`src/rtl/frame_window_ctrl_pkg.sv`:
```
`default_nettype none
// ============================================================================
// Module   : frame_window_ctrl_pkg
// Purpose  : Shared constants for the acoustic window controller: FSM state
//            encodings, default window geometry and a state decode helper.
// Revision : 1.0  initial release
// ============================================================================
package frame_window_ctrl_pkg;

  // Controller state encodings (3-bit)
  localparam logic [2:0] ST_IDLE  = 3'd0;
  localparam logic [2:0] ST_RUN   = 3'd1;
  localparam logic [2:0] ST_DRAIN = 3'd2;
  localparam logic [2:0] ST_HOLD  = 3'd3;
  localparam logic [2:0] ST_ERR   = 3'd4;

  // Default window geometry
  localparam int c_NUM_FRAMES_DEF  = 50;
  localparam int c_TIMEOUT_CYC_DEF = 100000;

  // True in the states where framing is enabled and frames are flowing
  function automatic logic is_active(input logic [2:0] st);
    return (st == ST_RUN) || (st == ST_DRAIN);
  endfunction

endpackage
`default_nettype wire

```
`src/rtl/frame_window_ctrl_if.sv`:
```
`default_nettype none
// ============================================================================
// Module   : frame_window_ctrl_if
// Purpose  : Control/status bundle between the wake controller, the framing
//            block and the window controller.
// Revision : 1.0  initial release
// ============================================================================
interface frame_window_ctrl_if #(
  parameter int FIDX_BW = 6
);
  logic               start_i;
  logic               stop_i;
  logic               continuous_i;
  logic               frame_last_i;
  logic               done_ack_i;
  logic               framing_en_o;
  logic [FIDX_BW-1:0] frame_idx_o;
  logic               first_frame_o;
  logic               window_done_o;
  logic               error_o;
  logic               busy_o;

  // Side that drives commands and observes status
  modport master (
    output start_i, stop_i, continuous_i, frame_last_i, done_ack_i,
    input  framing_en_o, frame_idx_o, first_frame_o, window_done_o,
           error_o, busy_o
  );

  // The window controller itself
  modport slave (
    input  start_i, stop_i, continuous_i, frame_last_i, done_ack_i,
    output framing_en_o, frame_idx_o, first_frame_o, window_done_o,
           error_o, busy_o
  );
endinterface
`default_nettype wire

```
`src/rtl/frame_window_ctrl_watchdog.sv`:
```
`default_nettype none
// ============================================================================
// Module   : frame_watchdog
// Purpose  : Saturating cycle counter that flags a stalled frame stream.
//            Clear has priority over enable; expire is high while the count
//            sits at TIMEOUT_CYC-1.
// Revision : 1.0  initial release
// ============================================================================
module frame_watchdog
  import frame_window_ctrl_pkg::*;
#(
  parameter int TIMEOUT_CYC = c_TIMEOUT_CYC_DEF,
  parameter int TO_BW       = $clog2(TIMEOUT_CYC + 1)
) (
  input  wire logic clk_i,
  input  wire logic rst_i,
  input  wire logic i_clr,
  input  wire logic i_en,
  output logic      o_expire
);

  localparam logic [TO_BW-1:0] c_LAST = TO_BW'(TIMEOUT_CYC - 1);

  logic [TO_BW-1:0] r_count;

  // Count enabled cycles, holding at the expiry value until cleared
  always_ff @(posedge clk_i) begin
    if (rst_i || i_clr) begin
      r_count <= '0;
    end else if (i_en && (r_count != c_LAST)) begin
      r_count <= r_count + 1'b1;
    end
  end

  assign o_expire = (r_count == c_LAST);

endmodule
`default_nettype wire

```
`src/rtl/frame_window_ctrl.sv`:
```
`default_nettype none
// ============================================================================
// Module   : frame_window_ctrl
// Purpose  : Sequences the framing block through one analysis window: gates
//            its enable, counts frames from the last-element strobe, reports
//            window completion or a stalled stream, and supports stop/drain
//            and continuous windows.
// Revision : 1.0  initial release
// ============================================================================
module frame_window_ctrl
  import frame_window_ctrl_pkg::*;
#(
  parameter int NUM_FRAMES  = c_NUM_FRAMES_DEF,
  parameter int TIMEOUT_CYC = c_TIMEOUT_CYC_DEF,
  parameter int FIDX_BW     = $clog2(NUM_FRAMES),
  parameter int TO_BW       = $clog2(TIMEOUT_CYC + 1)
) (
  input  wire logic           clk_i,
  input  wire logic           rst_i,
  frame_window_ctrl_if.slave  bus
);

  localparam logic [FIDX_BW-1:0] c_LAST_IDX = FIDX_BW'(NUM_FRAMES - 1);

  logic [2:0]         r_state;
  logic [2:0]         w_state_nxt;
  logic [FIDX_BW-1:0] r_idx;
  logic [FIDX_BW-1:0] w_idx_nxt;
  logic               r_stop_hold;
  logic               w_stop_hold_nxt;

  logic               w_active;
  logic               w_strobe;
  logic               w_last_idx;
  logic               w_expire;
  logic               w_wd_clr;

  logic               w_framing_en;
  logic               w_first_frame;
  logic               w_window_done;
  logic               w_error;
  logic               w_busy;

  // Strobes are only meaningful while framing is enabled
  assign w_active   = is_active(r_state);
  assign w_strobe   = w_active & bus.frame_last_i;
  assign w_last_idx = (r_idx == c_LAST_IDX);

  // Held at zero whenever framing is off, so every entry to RUN starts fresh;
  // every frame boundary restarts the stall timer.
  assign w_wd_clr = ~w_active | w_strobe;

  frame_watchdog #(
    .TIMEOUT_CYC (TIMEOUT_CYC),
    .TO_BW       (TO_BW)
  ) u_watchdog (
    .clk_i    (clk_i),
    .rst_i    (rst_i),
    .i_clr    (w_wd_clr),
    .i_en     (w_active),
    .o_expire (w_expire)
  );

  // State, frame index and sticky-stop registers
  always_ff @(posedge clk_i) begin
    if (rst_i) begin
      r_state     <= ST_IDLE;
      r_idx       <= '0;
      r_stop_hold <= 1'b0;
    end else begin
      r_state     <= w_state_nxt;
      r_idx       <= w_idx_nxt;
      r_stop_hold <= w_stop_hold_nxt;
    end
  end

  // Next-state, next-index and sticky-stop decisions
  always_comb begin
    w_state_nxt     = r_state;
    w_idx_nxt       = r_idx;
    w_stop_hold_nxt = r_stop_hold;
    case (r_state)
      ST_IDLE: begin
        if (bus.start_i) begin
          w_state_nxt = ST_RUN;
          w_idx_nxt   = '0;
        end
      end
      ST_RUN, ST_DRAIN: begin
        if (w_strobe) begin
          // Strobe is counted first; a completed window always reports
          if (w_last_idx) begin
            w_state_nxt = ST_HOLD;
          end else begin
            w_idx_nxt = r_idx + 1'b1;
            if ((r_state == ST_DRAIN) || bus.stop_i) begin
              w_state_nxt = ST_IDLE;
            end
          end
        end else if (w_expire) begin
          // A stall outranks a stop request arriving in the same cycle
          w_state_nxt = ST_ERR;
        end else if ((r_state == ST_RUN) && bus.stop_i) begin
          w_state_nxt = ST_DRAIN;
        end
      end
      ST_HOLD: begin
        if (bus.done_ack_i) begin
          w_stop_hold_nxt = 1'b0;
          if (bus.continuous_i && !r_stop_hold && !bus.stop_i) begin
            w_state_nxt = ST_RUN;
            w_idx_nxt   = '0;
          end else begin
            w_state_nxt = ST_IDLE;
          end
        end else if (bus.stop_i) begin
          w_stop_hold_nxt = 1'b1;
        end
      end
      ST_ERR: begin
        // Index stays frozen for debug until acknowledged
        if (bus.done_ack_i) begin
          w_state_nxt = ST_IDLE;
        end
      end
      default: begin
        w_state_nxt     = ST_IDLE;
        w_idx_nxt       = '0;
        w_stop_hold_nxt = 1'b0;
      end
    endcase
  end

  // Outputs decoded purely from registered state
  always_comb begin
    w_framing_en  = w_active;
    w_first_frame = w_active & (r_idx == '0);
    w_window_done = (r_state == ST_HOLD);
    w_error       = (r_state == ST_ERR);
    w_busy        = (r_state != ST_IDLE);
  end

  assign bus.framing_en_o  = w_framing_en;
  assign bus.frame_idx_o   = r_idx;
  assign bus.first_frame_o = w_first_frame;
  assign bus.window_done_o = w_window_done;
  assign bus.error_o       = w_error;
  assign bus.busy_o        = w_busy;

endmodule
`default_nettype wire

```
`src/flat_wrapper.sv`:
```
// flat-port wrapper written by rule: the top's interface ports become plain ports
module frame_window_ctrl_flat import frame_window_ctrl_pkg::*;
#(
  parameter int NUM_FRAMES  = c_NUM_FRAMES_DEF,
  parameter int TIMEOUT_CYC = c_TIMEOUT_CYC_DEF,
  parameter int FIDX_BW     = $clog2(NUM_FRAMES),
  parameter int TO_BW       = $clog2(TIMEOUT_CYC + 1)
)
  (clk_i, rst_i, bus_start_i, bus_stop_i, bus_continuous_i, bus_frame_last_i, bus_done_ack_i, bus_framing_en_o, bus_frame_idx_o, bus_first_frame_o, bus_window_done_o, bus_error_o, bus_busy_o);
  frame_window_ctrl_if #(.FIDX_BW(FIDX_BW)) bus_i ();
  input  wire logic clk_i;
  input  wire logic rst_i;
  input wire logic [$bits(bus_i.start_i)-1:0] bus_start_i;
  input wire logic [$bits(bus_i.stop_i)-1:0] bus_stop_i;
  input wire logic [$bits(bus_i.continuous_i)-1:0] bus_continuous_i;
  input wire logic [$bits(bus_i.frame_last_i)-1:0] bus_frame_last_i;
  input wire logic [$bits(bus_i.done_ack_i)-1:0] bus_done_ack_i;
  output wire logic [$bits(bus_i.framing_en_o)-1:0] bus_framing_en_o;
  output wire logic [$bits(bus_i.frame_idx_o)-1:0] bus_frame_idx_o;
  output wire logic [$bits(bus_i.first_frame_o)-1:0] bus_first_frame_o;
  output wire logic [$bits(bus_i.window_done_o)-1:0] bus_window_done_o;
  output wire logic [$bits(bus_i.error_o)-1:0] bus_error_o;
  output wire logic [$bits(bus_i.busy_o)-1:0] bus_busy_o;
  assign bus_i.start_i = bus_start_i;
  assign bus_i.stop_i = bus_stop_i;
  assign bus_i.continuous_i = bus_continuous_i;
  assign bus_i.frame_last_i = bus_frame_last_i;
  assign bus_i.done_ack_i = bus_done_ack_i;
  assign bus_framing_en_o = bus_i.framing_en_o;
  assign bus_frame_idx_o = bus_i.frame_idx_o;
  assign bus_first_frame_o = bus_i.first_frame_o;
  assign bus_window_done_o = bus_i.window_done_o;
  assign bus_error_o = bus_i.error_o;
  assign bus_busy_o = bus_i.busy_o;
  frame_window_ctrl #(.NUM_FRAMES(NUM_FRAMES), .TIMEOUT_CYC(TIMEOUT_CYC), .FIDX_BW(FIDX_BW), .TO_BW(TO_BW)) u_core (.clk_i(clk_i), .rst_i(rst_i), .bus(bus_i));
endmodule
```
`config.mk`:
```
export PLATFORM = sky130hd
export DESIGN_NAME = frame_window_ctrl_flat
export DESIGN_NICKNAME = d
export VERILOG_FILES = /design/src/rtl/frame_window_ctrl_pkg.sv /design/src/rtl/frame_window_ctrl_if.sv /design/src/rtl/frame_window_ctrl_watchdog.sv /design/src/rtl/frame_window_ctrl.sv /design/src/flat_wrapper.sv
export SDC_FILE = /design/constraint.sdc
export NUM_CORES = 1
export LEC_CHECK = 0
export ABC_AREA = 1
export BUFFER_PORTS_ARGS = -buffer_cell sky130_fd_sc_hd__buf_2
export CORE_UTILIZATION = 35
export CTS_CLUSTER_DIAMETER = 80
export DETAILED_ROUTE_END_ITERATION = 10
export SETUP_SLACK_MARGIN = 0.2
export SYNTH_ARGS = -nofsm -noshare
export SYNTH_HDL_FRONTEND = slang
export SYNTH_SLANG_ARGS = --single-unit
```
`constraint.sdc`:
```
create_clock -name clk_i -period 1.93 [get_ports clk_i]
set_input_delay 0.0965 -clock clk_i [delete_from_list [all_inputs] [get_ports clk_i]]
set_output_delay 0.0965 -clock clk_i [all_outputs]
set_load 0.02 [all_outputs]
```
Yosys cells after proc, flatten, opt, wreduce, memory -nomap -nowiden
Cells that the tools add are included.

word-level totals
  bits in writable memories = 0
  register bits = 27
  ROM bits = 0
  word-level logic and storage cells = 64
  input port bits = 7
  latch bits = 0
  memories = 0

operators by class
  div/mod/pow operators = 0
  multiply operators = 0
  bitwise gates (word level) = 6
  $add $sub $neg = 2
  reductions and logical operators = 17
  shift-type cells = 0
  muxes and demuxes = 19
  equality and inequality tests = 16
  $lt $le $gt $ge = 0

operators with widths
  kind                   count
  $mux 6                 5
  $mux 3                 8
  $pmux 6 s4             1
  $add 17x1->17 const B  1
  $eq 17x17->1 const B   1
  $ne 17x17->1 const B   1
  $pmux 3 s4             1
  $ne 2x2->1 const B     4
  $add 6x1->6 const B    1
  $eq 3x2->1 const B     2
  $eq 6x6->1 const B     1
  $logic_not 6->1        1
  $reduce_and 6->1       1
  $reduce_and 5->1       1
  $logic_and 1x1->1      4
  $ne 2x1->1 const B     2
  $ne 4x2->1 const B     1
  $ne 4x4->1 const B     1
  $reduce_or 4->1        1
  $eq 3x1->1 const B     1
  $eq 3x3->1 const B     1
  $logic_not 3->1        1
  $logic_or 1x1->1       3
  $mux 1                 3
  9 further kinds        13

Depth between registers and ports, before layout
  word-level depth = 6
  gate-level depth with buffers = 11
  mapped depth without buffers = 11

Modules after synthesis
From an unflattened synthesis, not the netlist that was laid out.

unflattened totals
  cells, all modules = 275
  area total of the unflattened synthesis = 1734.2 um2

modules (own cells, without submodules)
  module             cells each  instances  area each (um2)  sequential area each (um2)
  frame_watchdog     153         1          952.2            340.3
  frame_window_ctrl  122         1          782.0            200.2

Least setup slack after synthesis
No wires, ideal clock.

  path kind = reg-to-reg
  start point = register u_core.r_idx[1], in the netlist u_core.bus.frame_idx_o[1]
  end point = register u_core.r_idx[3], in the netlist u_core.bus.frame_idx_o[3]
  library setup time = 0.121 ns
  cell stages (with the launch flop) = 10
  data arrival time = 1.423 ns
  buffers on the path = 0
  path slack = 0.386 ns
  data required time = 1.809 ns
  cells stage by stage = dfxtp_1 > inv_1 > ha_1 > nand3_1 > nor2_1 > o21ai_2 > nand2_4 > nor2_2 > xor2_1 > nor2_1

on the way
  longest elaborated chain between the ends = 4
  elaborated cells on any way between the ends = 7
  those cells by class = add/sub: 1; eq/ne: 2; mux: 3; reduce/logical: 1

ends and longest elaborated chain
  what                    line                     source
  from (decl)             frame_window_ctrl.sv:27  logic [FIDX_BW-1:0] r_idx;
  from (signal assigned)  frame_window_ctrl.sv:72  r_idx <= w_idx_nxt;
  $add 6x1->6             frame_window_ctrl.sv:95  w_idx_nxt = r_idx + 1'b1;
  $mux 6                  frame_window_ctrl.sv:92  if (w_last_idx) begin
  $mux 6                  frame_window_ctrl.sv:90  if (w_strobe) begin
  $pmux 6 s4              frame_window_ctrl.sv:82  case (r_state)

Several ways; a longest one is shown, not always the timed one. The select of a mux whose other input is x is not followed.
A chain may end at the register's enable or synchronous reset.

Final worst setup path
  start point = register u_core.r_state[1]
  end point = output bus_first_frame_o

on the way
  longest elaborated chain between the ends = 3
  elaborated cells on any way between the ends = 4
  those cells by class = eq/ne: 2; bitwise: 1; reduce/logical: 1

ends and longest elaborated chain
  what                                             line                         source
  from (decl)                                      frame_window_ctrl.sv:25      logic [2:0] r_state;
  from (signal assigned)                           frame_window_ctrl.sv:71      r_state <= w_state_nxt;
  $eq 3x1->1 / $eq 3x2->1 (equally long branches)  frame_window_ctrl_pkg.sv:23  return (st == ST_RUN) || (st == ST_DRAIN);
  $logic_or 1x1->1 (*)                             frame_window_ctrl_pkg.sv:23
  $and 1x1->1 (*)                                  frame_window_ctrl.sv:137     w_first_frame = w_active & (r_idx == '0);
  to (decl)                                        flat_wrapper.sv:20           output wire logic [$bits(bus_i.first_frame_o)-1:0] bus_first_frame_o;

Mark *: on every way between the ends. The rest lies on a longest branch, timed or not.

==> impl_metrics.tcl <==
set metrics [dict create \
    wl_met1_mm 2.26 \
    wl_met3_um 84 \
    die_w_um 74.4 \
    worstMarginPinSlew_ns 0.347 \
    core_um2 4880 \
    power.net_switching_w 0.000956 \
    route.detailed.drc 0 \
    maxCapViolations 0 \
    overflow 0 \
    root_buffer "clkbuf_8" \
    nNetsFinal 326 \
    instances_no_fill 381 \
    seq_area_frac_synth_pct 29.5 \
    avgSynthCellArea_um2 6.30 \
    dieArea_um2 5530 \
    grt_pass1_vias 1532 \
    ff2ff_path_depth 8 \
    whs_path_depth 3 \
    ios 18 \
    required_ns 1.83 \
    rr_endpoint "u_core.u_watchdog.r_count[6]" \
    n_antenna_cell 0 \
    multi_input_area_um2 1090 \
    dp_cells 373 \
    clk_latency_ns 0.28 \
    slew_viol_final 0 \
    switching_share_pct 46.5 \
    core.rowCount 25 \
    place_congestion 0.924 \
    synth_fp_nets 302 \
    holdPathEnd "u_core.r_stop_hold" \
    finClkSkew_ns 0.00536 \
    vias 1789 \
    grt_pass1_wl_mm 7.02 \
    finalCriticalPeriod_ns 1.69 \
    final_common_cell "nand2_1" \
    start_util_pct 37.6 \
    syn_to_final_growth_pct 13.5 \
    cts_made_buffers 3 \
    p_int_w 0.00110 \
    clockBufferDepth 2 \
    ys_warn_count 0 \
    hp-class "in -> reg" \
    synth_cell_types 31 \
    power_frac_clock_pct 16.4 \
    htree_levels 1 \
    grt_max_degree 16 \
    min_from "bus_stop_i" \
    dr.pass1.iters 4 \
    drive_gt1_share_pct 15.6 \
    setup_viol 0 \
    combPwrFrac_pct 50.9 \
    end_kind "output port" \
    drtIter0Drc 136 \
    top_layer "met4" \
    wl_met2_mm 1.85 \
    power.total_w 0.00206 \
    postRouteAntennaNets 0 \
    max_freq_mhz 592 \
    antenna_found_initial 0 \
    slew_headroom_pct 76.7 \
    portBuffers 17 \
    r2r-start "u_core.u_watchdog.r_count[1]" \
    fin_setup_tns_ns 0 \
    ys_seq_elements 27 \
    crit_fanout 8 \
    status "finished, final reports clean" \
    fp.dieH_um 74.4 \
    grtUsageTotal_pct 16.3 \
    power_density_nw_per_um2 988 \
    hpwl_mm 3.27 \
    cts_tree "yes" \
    power_frac_seq_pct 32.6 \
    critPathLaunchType "flip-flop" \
    seq_area_um2 543 \
    routed_wl_mm 4.24 \
    ir_drop_mv 0.396 \
    rsz0062_at_grt "false" \
    synth_cells 291 \
    final_cell_mix "nand2_1, inv_1, nor2_1, nand3_1, dfxtp_1" \
    critPathKind "reg -> out" \
    viasPerCell 4.70 \
    fill_cells 543 \
    p_leak_nw 0.844 \
    clk_transition_reported_paths_ns 0.10 \
    cts.sink_count 27 \
    hold_viol_final 0 \
    wl_per_cell_um 11.1 \
    regToRegSetupSlack_ns 0.35 \
    period_share_pct 87.6 \
    cp.arrival_ns 1.59 \
    synth_area_um2 1830 \
]
## cell type report
class	instances	share of cell area, %
clock inverters	1	0.241
flip-flops and latches	27	26.1
repair buffers	23	6.55
inverters	46	8.54
multi-input cells	214	52.6
well taps	67	4.03
clock buffers	3	1.98
## worst max-delay path, stage by stage, from the launching register on
cell and delay (ns):
dfxtp_1 0.37, nand2_2 0.11, nand2_2 0.10, nor2_8 0.20
inv_4 0.08, nor4_1 0.21, buf_2 0.23
## per-stage QoR
step           setup slack (ns)  cell area (um^2)  hold slack [ns]  util [%]
5_1_grt                   0.202              2080           0.0776      42.6
4_1_cts                   0.199              2040           0.0744      41.7
2_1_floorplan             0.386              1830            0.166         -
6_report                  0.240              2080           0.0788      42.6
3_3_place_gp              0.213              1980            0.306      40.5
3_5_place_dp              0.186              1980            0.310      40.5
## synthesized netlist by cell type
cell type | instances | area, um^2
nand2_1 | 71 | 267
inv_1 | 41 | 154
nor2_1 | 35 | 131
nand3_1 | 29 | 145
dfxtp_1 | 27 | 541
a21oi_1 | 19 | 95.1
nor3_1 | 13 | 65.1
o21ai_0 | 9 | 45.0
xor2_1 | 7 | 61.3
nand4_1 | 5 | 31.3
ha_1 | 4 | 50.1
inv_2 | 4 | 15.0
nand2_2 | 4 | 25.0
buf_6 | 3 | 33.8
nor2_2 | 3 | 18.8
nor2_4 | 2 | 22.5
and3_1 | 1 | 6.26
buf_4 | 1 | 7.51
inv_4 | 1 | 6.26
nand2_4 | 1 | 11.3
nand3b_1 | 1 | 7.51
nor2_8 | 1 | 20.0
nor3_2 | 1 | 10.0
nor3b_2 | 1 | 12.5
nor4_1 | 1 | 6.26
o2111ai_1 | 1 | 8.76
o21a_1 | 1 | 7.51
o21ai_1 | 1 | 5.00
o21ai_2 | 1 | 8.76
or2_2 | 1 | 6.26
xnor2_1 | 1 | 8.76
## routing by layer
| metal | global-route usage (%) | vias up |
|---|---|---|
| met5 | 0 | - |
| met3 | 2.03 | 4 |
| met2 | 23.6 | 25 |
| met1 | 25.1 | 791 |
| met4 | 4.40 | 0 |
| li1 | - | 969 |
## repair_timing
| action | CTS | global route |
|---|---|---|
| hold buffers | 1 | 0 |
| cloned | 0 | 0 |
| pin swaps | 0 | 1 |
| endpoints found under the hold margin | 1 | 0 |
| gates resized for setup | 1 | 7 |
| endpoints found under the setup margin | 2 | 16 |
| setup buffers | 0 | 3 |
## power by group through the flow
| stage | clock (W) | sequential [W] | combinational (W) |
|---|---|---|---|
| detailed placement | 0 | 0.000680 | 0.000955 |
| floorplan | 0 | 0.000690 | 0.000769 |
| CTS | 0.000355 | 0.000667 | 0.000972 |
| global placement | 0 | 0.000679 | 0.000947 |
| finish | 0.000338 | 0.000671 | 0.00105 |
| global route | 0.000372 | 0.000682 | 0.00115 |
## worst max path at each step
stage	start	endpoint	slack (ns)
after detailed placement	u_core.u_watchdog.r_count[0]	u_core.u_watchdog.r_count[6]	0.19
after global routing	u_core.r_state[1]	bus_first_frame_o	0.20
after floorplan	u_core.bus.frame_idx_o[1]	u_core.bus.frame_idx_o[3]	0.39
after CTS	u_core.u_watchdog.r_count[0]	u_core.u_watchdog.r_count[8]	0.20
after global placement	u_core.u_watchdog.r_count[0]	u_core.u_watchdog.r_count[8]	0.21
final	u_core.r_state[1]	bus_first_frame_o	0.24
## logic make-up (layout without fill, tap and decap cells)
group,after synthesis,in the layout,synth area share (%)
AND/OR/NAND/NOR,170,170,42.9
buffers and inverters,50,73,11.8
flip-flops,27,27,29.5
XOR/XNOR,8,8,3.82
adder cells (fa/ha/maj),4,4,2.73
AO/OA/AOI/OAI,32,32,9.28
## sequential cells by signal, summed over array words and instances (netlist names)
signal,cells
u_core.bus.frame_idx_o,6
u_core.r_state,3
u_core.r_stop_hold,1
u_core.u_watchdog.r_count,17
No activity file was read; power rests on OpenSTA's default activity.
